File: config.mk
export PLATFORM = sky130hd
export DESIGN_NAME = pipe_stage_latch_flat
export DESIGN_NICKNAME = d
export VERILOG_FILES = /design/src/rtl/pipe_pkg.sv /design/src/rtl/pipe_stage_latch_if.sv /design/src/rtl/pipe_lane_reg.sv /design/src/rtl/pipe_stage_latch.sv /design/src/flat_wrapper.sv
export SDC_FILE = /design/constraint.sdc
export NUM_CORES = 1
export LEC_CHECK = 0
export CELL_PAD_IN_SITES_DETAIL_PLACEMENT = 0
export CELL_PAD_IN_SITES_GLOBAL_PLACEMENT = 1
export CORE_ASPECT_RATIO = 1.25
export CORE_MARGIN = 10
export CORE_UTILIZATION = 37
export CTS_CLUSTER_DIAMETER = 120
export CTS_CLUSTER_SIZE = 8
export DETAILED_ROUTE_END_ITERATION = 8
export GPL_TIMING_DRIVEN = 0
export PLACE_DENSITY = 0.83
export RECOVER_POWER = 50
export SYNTH_ARGS = -nofsm -noshare
export SYNTH_HDL_FRONTEND = slang
export SYNTH_HIERARCHICAL = 1
export SYNTH_SLANG_ARGS = --single-unit
File: constraint.sdc
create_clock -name clock -period 1.7 [get_ports clock]
set_input_delay 0.425 -clock clock [delete_from_list [all_inputs] [get_ports clock]]
set_output_delay 0.425 -clock clock [all_outputs]
set_load 0.02 [all_outputs]
File: src/rtl/pipe_pkg.sv
// Shared types and helpers for the inter-stage pipeline latch.
`timescale 1ns/1ps
package pipe_pkg;

  typedef enum logic [1:0] {
    ST_EMPTY = 2'd0,
    ST_HALF  = 2'd1,
    ST_FULL  = 2'd2
  } state_t;

  // ISA nop; loaded into every lane on reset and flush.
  localparam logic [31:0] BUBBLE_DEFAULT = 32'b0;

  function automatic int lane_lsb(input int lane, input int width);
    return lane * width;
  endfunction

endpackage

File: src/rtl/pipe_stage_latch_if.sv
// Upstream/downstream valid-ready bundle of one pipeline stage boundary.
`timescale 1ns/1ps
interface pipe_stage_latch_if #(
  parameter int WIDTH = 32,
  parameter int LANES = 2
);
  logic                   in_valid;
  logic                   in_ready;
  logic [LANES*WIDTH-1:0] in_data;
  logic                   out_valid;
  logic                   out_ready;
  logic [LANES*WIDTH-1:0] out_data;

  modport master (
    output in_valid, in_data, out_ready,
    input  in_ready, out_valid, out_data
  );

  modport slave (
    input  in_valid, in_data, out_ready,
    output in_ready, out_valid, out_data
  );
endinterface

File: src/rtl/pipe_lane_reg.sv
// LANES x WIDTH enable register; async clear and sync load both write BUBBLE.
// Single-cycle load, no handshake of its own; load_bubble wins over en.
`timescale 1ns/1ps
module pipe_lane_reg
  import pipe_pkg::*;
#(
  parameter int               WIDTH  = 32,
  parameter int               LANES  = 2,
  parameter logic [WIDTH-1:0] BUBBLE = WIDTH'(BUBBLE_DEFAULT)
) (
  input  logic                   clock,
  input  logic                   reset_n,
  input  logic                   load_bubble,
  input  logic                   en,
  input  logic [LANES*WIDTH-1:0] d,
  output logic [LANES*WIDTH-1:0] q
);

  for (genvar k = 0; k < LANES; k++) begin : g_lane
    logic [WIDTH-1:0] lane_q;

    always_ff @(posedge clock or negedge reset_n) begin
      if (!reset_n) begin
        lane_q <= BUBBLE;
      end else if (load_bubble) begin
        lane_q <= BUBBLE;
      end else if (en) begin
        lane_q <= d[lane_lsb(k, WIDTH) +: WIDTH];
      end
    end

    assign q[lane_lsb(k, WIDTH) +: WIDTH] = lane_q;
  end

endmodule

File: src/rtl/pipe_stage_latch.sv
// Pipeline stage register with 2-entry skid: accept-to-out_valid 1 cycle, in_ready registered.
// Optional stall/flush counters under PIPE_STAGE_LATCH_PERF_EN; flush squashes everything.
`timescale 1ns/1ps
module pipe_stage_latch
  import pipe_pkg::*;
#(
  parameter int               WIDTH  = 32,
  parameter int               LANES  = 2,
  parameter logic [WIDTH-1:0] BUBBLE = WIDTH'(BUBBLE_DEFAULT)
) (
  input  logic clock,
  input  logic reset_n,
  input  logic flush,
  pipe_stage_latch_if.slave bus
`ifdef PIPE_STAGE_LATCH_PERF_EN
  ,
  output logic [31:0] stall_cnt,
  output logic [15:0] flush_cnt
`endif
);

  state_t                 state_q, state_d;
  logic                   in_ready_q;
  logic                   main_v;
  logic                   accept, emit;
  logic                   main_en, main_from_skid, skid_en;
  logic [LANES*WIDTH-1:0] main_d, skid_d, main_nxt;

  assign main_v = (state_q != ST_EMPTY);
  assign accept = bus.in_valid & in_ready_q;
  assign emit   = main_v & bus.out_ready;

  always_ff @(posedge clock or negedge reset_n) begin
    if (!reset_n) begin
      state_q    <= ST_EMPTY;
      in_ready_q <= 1'b1;
    end else begin
      state_q    <= state_d;
      // Precomputed from next state so in_ready never sees out_ready combinationally.
      in_ready_q <= (state_d != ST_FULL);
    end
  end

  always_comb begin
    state_d        = state_q;
    main_en        = 1'b0;
    main_from_skid = 1'b0;
    skid_en        = 1'b0;
    if (flush) begin
      state_d = ST_EMPTY;
    end else begin
      case (state_q)
        ST_EMPTY: begin
          if (accept) begin
            state_d = ST_HALF;
            main_en = 1'b1;
          end
        end
        ST_HALF: begin
          if (accept && emit) begin
            main_en = 1'b1;
          end else if (accept) begin
            state_d = ST_FULL;
            skid_en = 1'b1;
          end else if (emit) begin
            state_d = ST_EMPTY;
          end
        end
        ST_FULL: begin
          if (emit) begin
            state_d        = ST_HALF;
            main_en        = 1'b1;
            main_from_skid = 1'b1;
          end
        end
        default: state_d = ST_EMPTY;
      endcase
    end
  end

  assign main_nxt = main_from_skid ? skid_d : bus.in_data;

  pipe_lane_reg #(.WIDTH(WIDTH), .LANES(LANES), .BUBBLE(BUBBLE)) u_main (
    .clock       (clock),
    .reset_n     (reset_n),
    .load_bubble (flush),
    .en          (main_en),
    .d           (main_nxt),
    .q           (main_d)
  );

  pipe_lane_reg #(.WIDTH(WIDTH), .LANES(LANES), .BUBBLE(BUBBLE)) u_skid (
    .clock       (clock),
    .reset_n     (reset_n),
    .load_bubble (flush),
    .en          (skid_en),
    .d           (bus.in_data),
    .q           (skid_d)
  );

  assign bus.out_valid = main_v;
  assign bus.out_data  = main_d;
  assign bus.in_ready  = in_ready_q;

`ifdef PIPE_STAGE_LATCH_PERF_EN
  always_ff @(posedge clock or negedge reset_n) begin
    if (!reset_n) begin
      stall_cnt <= 32'd0;
      flush_cnt <= 16'd0;
    end else begin
      if (main_v && !bus.out_ready) stall_cnt <= stall_cnt + 32'd1;
      if (flush)                    flush_cnt <= flush_cnt + 16'd1;
    end
  end
`endif

endmodule

File: src/flat_wrapper.sv
// flat-port wrapper written by rule: the top's interface ports become plain ports
module pipe_stage_latch_flat import pipe_pkg::*;
#(
  parameter int               WIDTH  = 32,
  parameter int               LANES  = 2,
  parameter logic [WIDTH-1:0] BUBBLE = WIDTH'(BUBBLE_DEFAULT)
)
  (clock, reset_n, flush, bus_in_valid, bus_in_data, bus_out_ready, bus_in_ready, bus_out_valid, bus_out_data);
  pipe_stage_latch_if #(.WIDTH(WIDTH), .LANES(LANES)) bus_i ();
  input  logic clock;
  input  logic reset_n;
  input  logic flush;
  input wire logic [$bits(bus_i.in_valid)-1:0] bus_in_valid;
  input wire logic [$bits(bus_i.in_data)-1:0] bus_in_data;
  input wire logic [$bits(bus_i.out_ready)-1:0] bus_out_ready;
  output wire logic [$bits(bus_i.in_ready)-1:0] bus_in_ready;
  output wire logic [$bits(bus_i.out_valid)-1:0] bus_out_valid;
  output wire logic [$bits(bus_i.out_data)-1:0] bus_out_data;
  assign bus_i.in_valid = bus_in_valid;
  assign bus_i.in_data = bus_in_data;
  assign bus_i.out_ready = bus_out_ready;
  assign bus_in_ready = bus_i.in_ready;
  assign bus_out_valid = bus_i.out_valid;
  assign bus_out_data = bus_i.out_data;
  pipe_stage_latch #(.WIDTH(WIDTH), .LANES(LANES), .BUBBLE(BUBBLE)) u_core (.clock(clock), .reset_n(reset_n), .flush(flush), .bus(bus_i));
endmodule
Yosys cells after proc, flatten, opt, wreduce, memory -nomap -nowiden
Index checks and enable logic that the tools add are counted.
{ "op_classes": {"n_reduce_logical": 5, "n_mux": 26, "n_eq_ne": 3, "bitwise": 2} }
{ "op_table": {"columns": ["cell", "count"], "rows": [
  ["$mux 32", 8],
  ["$mux 64", 1],
  ["$mux 2", 6],
  ["$mux 1", 9],
  ["$pmux 2 s3", 1],
  ["$reduce_bool 2->1", 3],
  ["$pmux 1 s3", 1],
  ["$and 1x1->1", 2],
  ["$eq 2x1->1 const B", 1],
  ["$eq 2x2->1 const B", 1],
  ["$logic_not 2->1", 1],
  ["$ne 2x2->1 const B", 1],
  ["$logic_and 1x1->1", 1]
]} }
{ "word_totals": {"reg_bits": 131, "word_cells": 42, "inputBits": 69, "out_inout_bits": 66} }

Logic depth before layout (Yosys ltp)
Gate-level depths: netlist (run 1).
{ "depth": {"ltp_word": 8, "depth_mapped": 7, "ltp_nobuf": 5} }

Cells and area by module
The synthesis (run 1) kept the hierarchy.
{ "modules_own_cells": {"columns": ["module", "seq_area_each_um2", "cells_each", "area_per_inst_um2", "n_inst"], "rows": [
  ["pipe_lane_reg", 1601.5, 206, 2611.3, 2],
  ["pipe_stage_latch", 76.3, 92, 1282.5, 1]
]} }

Least setup slack after synthesis (run 1)
Ideal clock, no wire load.
{ "synth_path": {"kind": "flip-flop to flip-flop", "from": "register u_core.in_ready_q (netlist: u_core/bus.in_ready)", "to": "register u_core.u_main.g_lane[0].lane_q[0]", "n_path_buf": 2, "arrival_time_ns": 1.755, "synth_period_minus_slack_ns": 1.887, "setup_slack_ns": -0.187, "stages_incl_launch_ff": 8, "setup_time_ns": 0.132, "required_ns": 1.568, "path_cell_list": "dfstp_2 > nand2_1 > or3_1 > a21oi_1 > buf_6 > buf_8 > mux2i_1 > nor2_1"} }
{ "synth_via": {"elab_chain_cells": 6, "elab_cells_between_ends": 7, "classes_between": "mux (4); bitwise (1); reduce/logical (2)"} }
{ "synth_lines": {"columns": ["element", "line_no", "source"], "rows": [
  ["from (decl)", "pipe_stage_latch.sv:23", "logic in_ready_q;"],
  ["from (signal assigned)", "pipe_stage_latch.sv:40", "in_ready_q <= (state_d != ST_FULL);"],
  ["$and 1x1->1 (*)", "pipe_stage_latch.sv:30", "assign accept = bus.in_valid & in_ready_q;"],
  ["$logic_and 1x1->1", "pipe_stage_latch.sv:60", "if (accept && emit) begin"],
  ["$mux 1", "pipe_stage_latch.sv:60", null],
  ["$pmux 1 s3 (*)", "pipe_stage_latch.sv:52", "case (state_q)"],
  ["$mux 1 (*)", "pipe_stage_latch.sv:49", "if (flush) begin"],
  ["net u_core.main_en", "pipe_stage_latch.sv:26", "logic main_en, main_from_skid, skid_en;"],
  ["$reduce_bool 2->1 (no line) (*)", null, null],
  ["to (signal assigned)", "pipe_lane_reg.sv:28", "lane_q <= d[lane_lsb(k, WIDTH) +: WIDTH];"],
  ["to (decl)", "pipe_lane_reg.sv:20", "logic [WIDTH-1:0] lane_q;"]
]} }
The timed path passes the listed nets; every way through them passes the cells marked *.
A chain may end at the register's enable or synchronous reset.

Final worst setup path (run 1)
{ "layout_path": {"from": "register u_core.state_q[0]", "to": "register u_core.u_main.g_lane[0].lane_q[26]"} }
{ "layout_via": {"elab_cells_between_ends": 16, "classes_between": "eq/ne (2); mux (9); bitwise (1); reduce/logical (4)"} }
{ "layout_rtl": {"columns": ["element", "line_no", "source"], "rows": [
  ["from (decl)", "pipe_stage_latch.sv:22", "state_t state_q, state_d;"],
  ["from (signal assigned)", "pipe_stage_latch.sv:38", "state_q <= state_d;"],
  ["$reduce_bool 2->1", "pipe_stage_latch.sv:29", "assign main_v = (state_q != ST_EMPTY);"],
  ["$and 1x1->1", "pipe_stage_latch.sv:31", "assign emit = main_v & bus.out_ready;"],
  ["$logic_and 1x1->1", "pipe_stage_latch.sv:60", null],
  ["$mux 1", "pipe_stage_latch.sv:60", null],
  ["$pmux 1 s3 (*)", "pipe_stage_latch.sv:52", null],
  ["$mux 1 (*)", "pipe_stage_latch.sv:49", null],
  ["net u_core.main_en", "pipe_stage_latch.sv:26", null],
  ["$reduce_bool 2->1 (no line) (*)", null, null]
]} }
The timed path passes the listed nets; every way through them passes the cells marked *. The select of a mux whose other input is x is not followed.

==> impl_results.md, run 1 <==
* Worst-skew pair later-pin latency at 0.42 ns
* Gr ovfl total at 0
* Initial DRC count at 183
* TritonCTS clock tree: done
* GRT Util Overall at between 10% and 20%
* Tcrit/Tclk final at 114%
* RR Endpoint: u_core/u_main/g_lane[0].lane_q[26]$_DFFE_PN0P_
* Per-cell routed wire length at 18.1 µm
* Async set-or-reset flop fraction in the synthesized netlist at 100%
* Gate Count Post-Synth at roughly 500
* Worst Path Required at roughly 2 ns
* Core box area at about 17000 µm²
* Clk slew on worst S/H paths at approximately 0.060 ns
* CTS H-tree lvls at 4
* Static Leak at approximately 4.2 nW
* Finished Layout Cells at ~910
* Vias at 4311
* Slew @ Worst Pin at around 1.6 ns
* Cell chain of the critical path: and2b_1 -> or3_4 -> a21oi_4 -> buf_12 -> buf_12 -> mux2i_1 -> nor2_1
* Final net count at 738
* Row count at 54
* Post-synth cell types at 27
* Max-slew headroom at -4.48%
* Max Fclk at around 0.51 GHz
* Detail Route Antenna Nets at 0
* Worst EP arrival at ~2.2 ns
* IO Port Bufs at between 100 and 150
* Die Width at 139 µm
* Cells after DPL at around 860
* Synth top area share at 50.0%
* Drt pass-1 iters at 5
* Root buf cell: clkbuf_16
* Die area at roughly 23000 µm²
* Final WS setup at -0.246 ns
* Max-slew violation count at between 60 and 70
* Clock tree buffer depth at 2
* Fill cell count at between 1500 and 2000
* Syn Nets at around 570
* Pwr dens at about 940 nW/µm²
* Fin. Hold Viols at 0
* CP Launch Type: flop
* Synth Area per Inst at roughly 13 µm²
* Final Setup Violations at about 120
* FF-to-FF path depth at 7
* Drt total wl at ~16000 µm
* Register-to-Register Setup Slack at -0.25 ns
* Synth cell count leaders: dfrtp_1 (130), nor2_1 (129), mux2i_1 (128)
* CP peak stage delay at between 0.4 and 0.5 ns
* Synth warnings at 6
* Area contributors post-synth: dfrtp_1 (50%), mux2i_1 (20%), mux2_4 (14%), nor2_1 (7.4%), buf_8 (2.8%)
* Critical path's most frequent cell: buf_12
* Unrepaired setup endpoints after global routing: yes
* Yosys top cell by area: dfrtp_1
* Clock Skew at about 0.0056 ns
* HPWL Detailed at 11500 µm
* Count leader, synth: dfrtp_1
* Overall power at 0.00842 W
* Storage element area at approximately 3300 µm²
* Share of layout cells above drive strength 1 at between 20% and 30%
* Post-CTS Hold Buffers at 0
* Worst Hold Class: in -> async
* Num CTS Buffers at 17
* Initial Util at a little under two fifths
* Reg2reg start: u_core/state_q[0]$_DFF_PN0_
* Clock period minus worst slack at a little under 2 ns
* Violated checks: capacitance limit, slew limit, setup timing
* Peak VDD IR at approximately 0.00056 V
* DRC violations left at 0
* CP max stage cell: dfrtp_2
* Status: finished, violations left
* Gp weighted congestion at about 0.74
* Multi-input gate area at 2870 µm²
* Antenna violations before repair at 2
* Max FO, Critical Path at 10
* Worst setup EP type: flop
* First-pass GRT wire length at approximately 27000 µm
* Setup CP Type: reg -> reg
* Setup_tns at -14.98 ns
* Seq cells post-synth at ~130
* Post-Syn Area at roughly 6500 µm²
* Main synth FF type: dfrtp_1
* Number of flops mapped to enable cells by yosys at 0
* Clk sinks at roughly 130
* Layout area overhead at 37.1%
* Max-cap viol count at 1
* DIE HEIGHT at about 170 µm
* Largest net degree at the start of global routing at a little over 70
* I/O Pins at ~140
* Routed vias/inst at about 4.8
* Worst slack, placed at -0.858 ns
* Vias in the first global route at a little under 5000
* Register area share after synthesis at between 50% and 60%
-- layer usage --
metal / GRT usage (%) / share of wire, % / vias to the layer above
met5: 0 / 0 / -
met4: 5.65 / 1.4 / 0
met3: 3.94 / 4.5 / 14
met2: 24.4 / 53 / 84
met1: 16.3 / 42 / 2166
li1: - / - / 2047
-- kinds of logic (layout without fill, tap and decap cells) --
kind of cell	count (synthesis)	in the layout	synth area share, %
flip-flops	131	131	50.4
buffers and inverters	37	215	6.10
AND/OR/NAND/NOR	140	140	8.85
AO/OA/AOI/OAI	4	4	0.404
other	0	1	0
multiplexers	192	192	34.2
-- repair_timing --
item / in CTS / in global routing
setup buffers: 6 / 3
setup endpoints to repair: 192 / 129
pin swaps: 1 / 1
resized for setup: 83 / 10
cloned: 0 / 2
-- flip-flops by register name, summed over array words and instances, names as in the netlist --
name                         count
u_core/u_main/g_lane.lane_q     64
u_core/state_q                   2
u_core/u_skid/g_lane.lane_q     64
u_core/bus.in_ready              1
-- how the worst max path moves through the flow --
stage                                  start                                        endpoint  slack [ns]  cells past startpoint
6_report         u_core/state_q[0]$_DFF_PN0_  u_core/u_main/g_lane[0].lane_q[26]$_DFFE_PN0P_       -0.25                      7
5_1_grt          u_core/state_q[0]$_DFF_PN0_   u_core/u_main/g_lane[1].lane_q[9]$_DFFE_PN0P_       -0.33                      7
4_1_cts          u_core/state_q[0]$_DFF_PN0_  u_core/u_main/g_lane[0].lane_q[26]$_DFFE_PN0P_       -0.23                      7
3_5_place_dp                   bus_out_ready  u_core/u_main/g_lane[0].lane_q[26]$_DFFE_PN0P_       -0.86                      8
3_3_place_gp                         reset_n  u_core/u_main/g_lane[0].lane_q[20]$_DFFE_PN0P_       -4.94                      1
2_1_floorplan  u_core/bus.in_ready$_DFF_PN1_   u_core/u_main/g_lane[0].lane_q[0]$_DFFE_PN0P_       -0.10                      7
-- critical path, delay by kind of cell (launching register included) --
family          cells  cell delay [ns]
simple gates        3             0.62
flops               1             0.44
buf+inv             2             0.33
mux                 1             0.21
compound gates      1             0.20
-- power by group --
part           switching, W  internal (W)
clock network       0.00134       0.00271
logic              0.000522      0.000555
registers         0.0000633       0.00322
-- cell type report --
cell class / count / share of cell area (%)
clock inverter: 9 / 1.96
antenna: 1 / 0.0281
clock buffer: 23 / 5.36
tap: 224 / 3.14
timing repair buffer: 146 / 15.7
buffer: 35 / 4.74
sequential: 131 / 36.8
multi-input combinational: 336 / 32.2
inverter: 2 / 0.0842
-- cell usage in the layout (no fill, tap or decap), types with 2 or more instances in the layout --
cell	count
dfrtp_2	2
clkinvlp_4	2
buf_12	13
nor2_1	129
nand2b_1	2
mux2i_2	5
dfrtp_1	128
clkdlybuf4s50_1	65
mux2_4	60
clkbuf_2	3
clkbuf_1	3
bufinv_16	5
mux2_2	4
mux2i_1	123
dlygate4sd2_1	66
clkinv_2	2
buf_4	7
buf_1	12
buf_8	8
clkbuf_8	3
buf_6	3
clkbuf_16	19
-- stage by stage --
stage / util [%] / instance area, µm² / hold slack, ns
2_1_floorplan: - / 6510 / 0.129
3_3_place_gp: 46.8 / 8130 / 0.497
3_5_place_dp: 47.0 / 8160 / 0.456
4_1_cts: 50.8 / 8820 / 0.00515
5_1_grt: 51.4 / 8920 / 0.483
6_report: 51.4 / 8920 / 0.387
(Power assumes the default switching activity.)
==> inputs of run 2 (changes only) <==
--- a/config.mk
+++ b/config.mk
@@ -15,7 +15,7 @@
 export DETAILED_ROUTE_END_ITERATION = 8
 export GPL_TIMING_DRIVEN = 0
 export PLACE_DENSITY = 0.83
-export RECOVER_POWER = 50
+export RECOVER_POWER = 100
 export SYNTH_ARGS = -nofsm -noshare
 export SYNTH_HDL_FRONTEND = slang
 export SYNTH_HIERARCHICAL = 1
==> results of run 2 <==
The final DEF is identical to that of run 1; final timing and power are the same.
==> inputs of run 3 (changes only) <==
--- a/config.mk
+++ b/config.mk
@@ -14,7 +14,7 @@
 export CTS_CLUSTER_SIZE = 8
 export DETAILED_ROUTE_END_ITERATION = 8
 export GPL_TIMING_DRIVEN = 0
-export PLACE_DENSITY = 0.83
+export PLACE_DENSITY = 0.86
 export RECOVER_POWER = 100
 export SYNTH_ARGS = -nofsm -noshare
 export SYNTH_HDL_FRONTEND = slang
==> impl_results.md, run 3 (synthesized netlist as in run 1, its figures left out) <==
* Largest net degree at the start of global routing at 70 (-2.8%)
* CTS H-tree lvls at 4 (unchanged)
* Register-to-Register Setup Slack at -0.27 ns (-0.02 ns)
* Die Width at 139 µm (unchanged)
* Worst-skew pair later-pin latency at 0.41 ns (about the same)
* Storage element area at 3280 µm² (unchanged)
* Die area at 23300 µm² (unchanged)
* GRT Util Overall at 13.8% (-0.37 points)
* Max-cap viol count at 1 (unchanged)
* Max Fclk at 0.508 GHz (-1.2%)
* Worst Path Required at 1.98 ns (about the same)
* Tcrit/Tclk final at 116% (+1.4 points)
* Root buf cell: clkbuf_16
* DRC violations left at 0 (unchanged)
* CP Launch Type: flop
* Layout area overhead at 39.5%
* Worst Setup SP: u_core/state_q[0]$_DFF_PN0_
* Max FO, Critical Path at 7 (-3)
* Antenna violations before repair at 0 (-2)
* Setup_tns at -18.44 ns (-3.46 ns)
* Fill cell count at 1473 (-4.4%)
* Initial Util at 37.5% (unchanged)
* Worst EP arrival at 2.25 ns (+0.02 ns)
* Reg2reg start: u_core/state_q[0]$_DFF_PN0_
* Fin area at 9070 µm² (+1.7%)
* DIE HEIGHT at 168 µm (unchanged)
* Status: finished, violations left
* Worst Hold Class: in -> async
* Core box area at 17400 µm² (unchanged)
* Routed vias/inst at 4.75 (about the same)
* Clk slew on worst S/H paths at 0.06 ns (about the same)
* First-pass GRT wire length at 26100 µm (-2.6%)
* Gr ovfl total at 0 (unchanged)
* FF-to-FF path depth at 8 (+1)
* Drt pass-1 iters at 4 (-1)
* Final Setup Violations at 128 (+7.6%)
* Max-slew headroom at -6.14% (-1.7 points)
* Clock Skew at 0.00787 ns (+0.00230 ns)
* Vias in the first global route at 4811 (-1.5%)
* Peak VDD IR at 0.000500 V (-10%)
* Final net count at 748 (+1.4%)
* Clock period minus worst slack at 1.97 ns (+0.0231 ns)
* HPWL Detailed at 11200 µm (-2.5%)
* RR Endpoint: u_core/u_main/g_lane[1].lane_q[11]$_DFFE_PN0P_
* Setup CP Type: reg -> reg
* Num CTS Buffers at 17 (unchanged)
* Setup crit end: u_core/u_main/g_lane[1].lane_q[11]$_DFFE_PN0P_
* Pwr dens at 871 nW/µm² (-7.7%)
* Row count at 54 (unchanged)
* Initial DRC count at 230 (+26%)
* Slew @ Worst Pin at 1.59 ns (+0.0249 ns)
* Vias at 4351 (+0.93%)
* Per-cell routed wire length at 17.9 µm (-1.4%)
* Drt total wl at 16400 µm (-0.38%)
* I/O Pins at 135 (unchanged)
* Clk sinks at 131 (unchanged)
* Fin. Hold Viols at 0 (unchanged)
* Worst slack, placed at -0.887 ns (-0.0292 ns)
* Static Leak at 4.23 nW (+1.7%)
* Violated checks: capacitance limit, slew limit, setup timing
* Share of layout cells above drive strength 1 at 22.0% (+0.56 points)
* Multi-input gate area at 2870 µm² (about the same)
* Post-CTS Hold Buffers at 0 (unchanged)
* Clock tree buffer depth at 2 (unchanged)
* ANT cells at 0 (-1)
* Commonest non-fill, non-tap cell in the layout: nor2_1
* Regs by FF count: u_core/u_main/g_lane.lane_q: 64 flops, u_core/u_skid/g_lane.lane_q: 64 flops, u_core/state_q: 2 flops
* Unrepaired setup endpoints after global routing: yes
* Post-DP Area at 8160 µm² (unchanged)
* Worst setup EP type: flop
* TritonCTS clock tree: done
* IO Port Bufs at 134 (unchanged)
* Detail Route Antenna Nets at 0 (unchanged)
* Max-slew violation count at 63 (+3.3%)
* Gp weighted congestion at 0.755 (+1.4%)
* Commonest non-fill, non-tap cells in the layout: nor2_1 (129), dfrtp_1 (128), mux2i_1 (124), dlygate4sd2_1 (67), clkdlybuf4s50_1 (64)
* Final WS setup at -0.270 ns (-0.0231 ns)
run 3: cell count changes in the layout (fill, tap and decap cells not counted), moves of 2 or more:
cell and delta:
buf_12 +8, buf_8 -7, clkbuf_16 +5, buf_4 +3
bufinv_16 -3, clkinv_2 +3, clkbuf_1 +2, clkbuf_8 -2
mux2i_2 -2
run 3: timing repair:
item | CTS | global route
endpoints found under the setup margin | 190 | 130
pin swaps | 1 | 2
cloned | 2 | 7
gates resized for setup | 98 | 11
setup buffers | 11 | 3
run 3: how the worst min path moves through the flow:
stage | from | slack (ns) | end
after CTS | reset_n | 0.003 | u_core/u_main/g_lane[1].lane_q[22]$_DFFE_PN0P_
after detailed placement | reset_n | 0.45 | u_core/u_main/g_lane[1].lane_q[22]$_DFFE_PN0P_
after global placement | u_core/u_skid/g_lane[1].lane_q[31]$_DFFE_PN0P_ | 0.50 | u_core/u_skid/g_lane[1].lane_q[31]$_DFFE_PN0P_
final | reset_n | 0.40 | u_core/u_main/g_lane[1].lane_q[22]$_DFFE_PN0P_
after global routing | reset_n | 0.51 | u_core/u_main/g_lane[1].lane_q[22]$_DFFE_PN0P_
after floorplan | reset_n | 0.13 | u_core/state_q[0]$_DFF_PN0_
run 3: through the flow:
| stage | util (%) | cells | hold WS [ns] | power, W |
|---|---|---|---|---|
| after global routing | 52.3 | 916 | 0.506 | 0.00822 |
| after floorplan | - | 504 | 0.129 | 0.00389 |
| after CTS | 51.2 | 908 | 0.00290 | 0.00798 |
| after global placement | 46.8 | 862 | 0.496 | 0.00439 |
| after detailed placement | 47.0 | 863 | 0.450 | 0.00443 |
| final | 52.3 | 916 | 0.404 | 0.00790 |
run 3: layout make-up:
type	count	area share (%)
plain buffers	35	5.32
clock buffers	22	5.00
clock inverters	10	1.20
inverters	2	0.0827
multi-input cells	336	31.6
flip-flops and latches	131	36.2
well taps	224	3.09
repair buffers	156	17.5
run 3: critical path: stages (launching register included):
cell       delay [ns]
dfrtp_2          0.40
buf_4            0.16
nor4b_4          0.31
buf_4            0.18
clkbuf_16        0.15
clkbuf_16        0.15
mux2_4           0.29
mux2i_1          0.15
nor2_1           0.06
run 3: power by group:
group          switching [W]  internal [W]  total, W
logic               0.000532      0.000587   0.00112
registers          0.0000602       0.00322   0.00328
clock network        0.00132       0.00218   0.00350
total                0.00191       0.00600   0.00790
run 3: routing by layer:
metal  vias to the layer above  GRT usage, %  share of wire, %
met5                         -             0                 0
met4                         0          4.45               1.3
met3                        12          3.72               4.5
met2                        97          24.3                53
met1                      2163          15.8                41
li1                       2079             -                 -
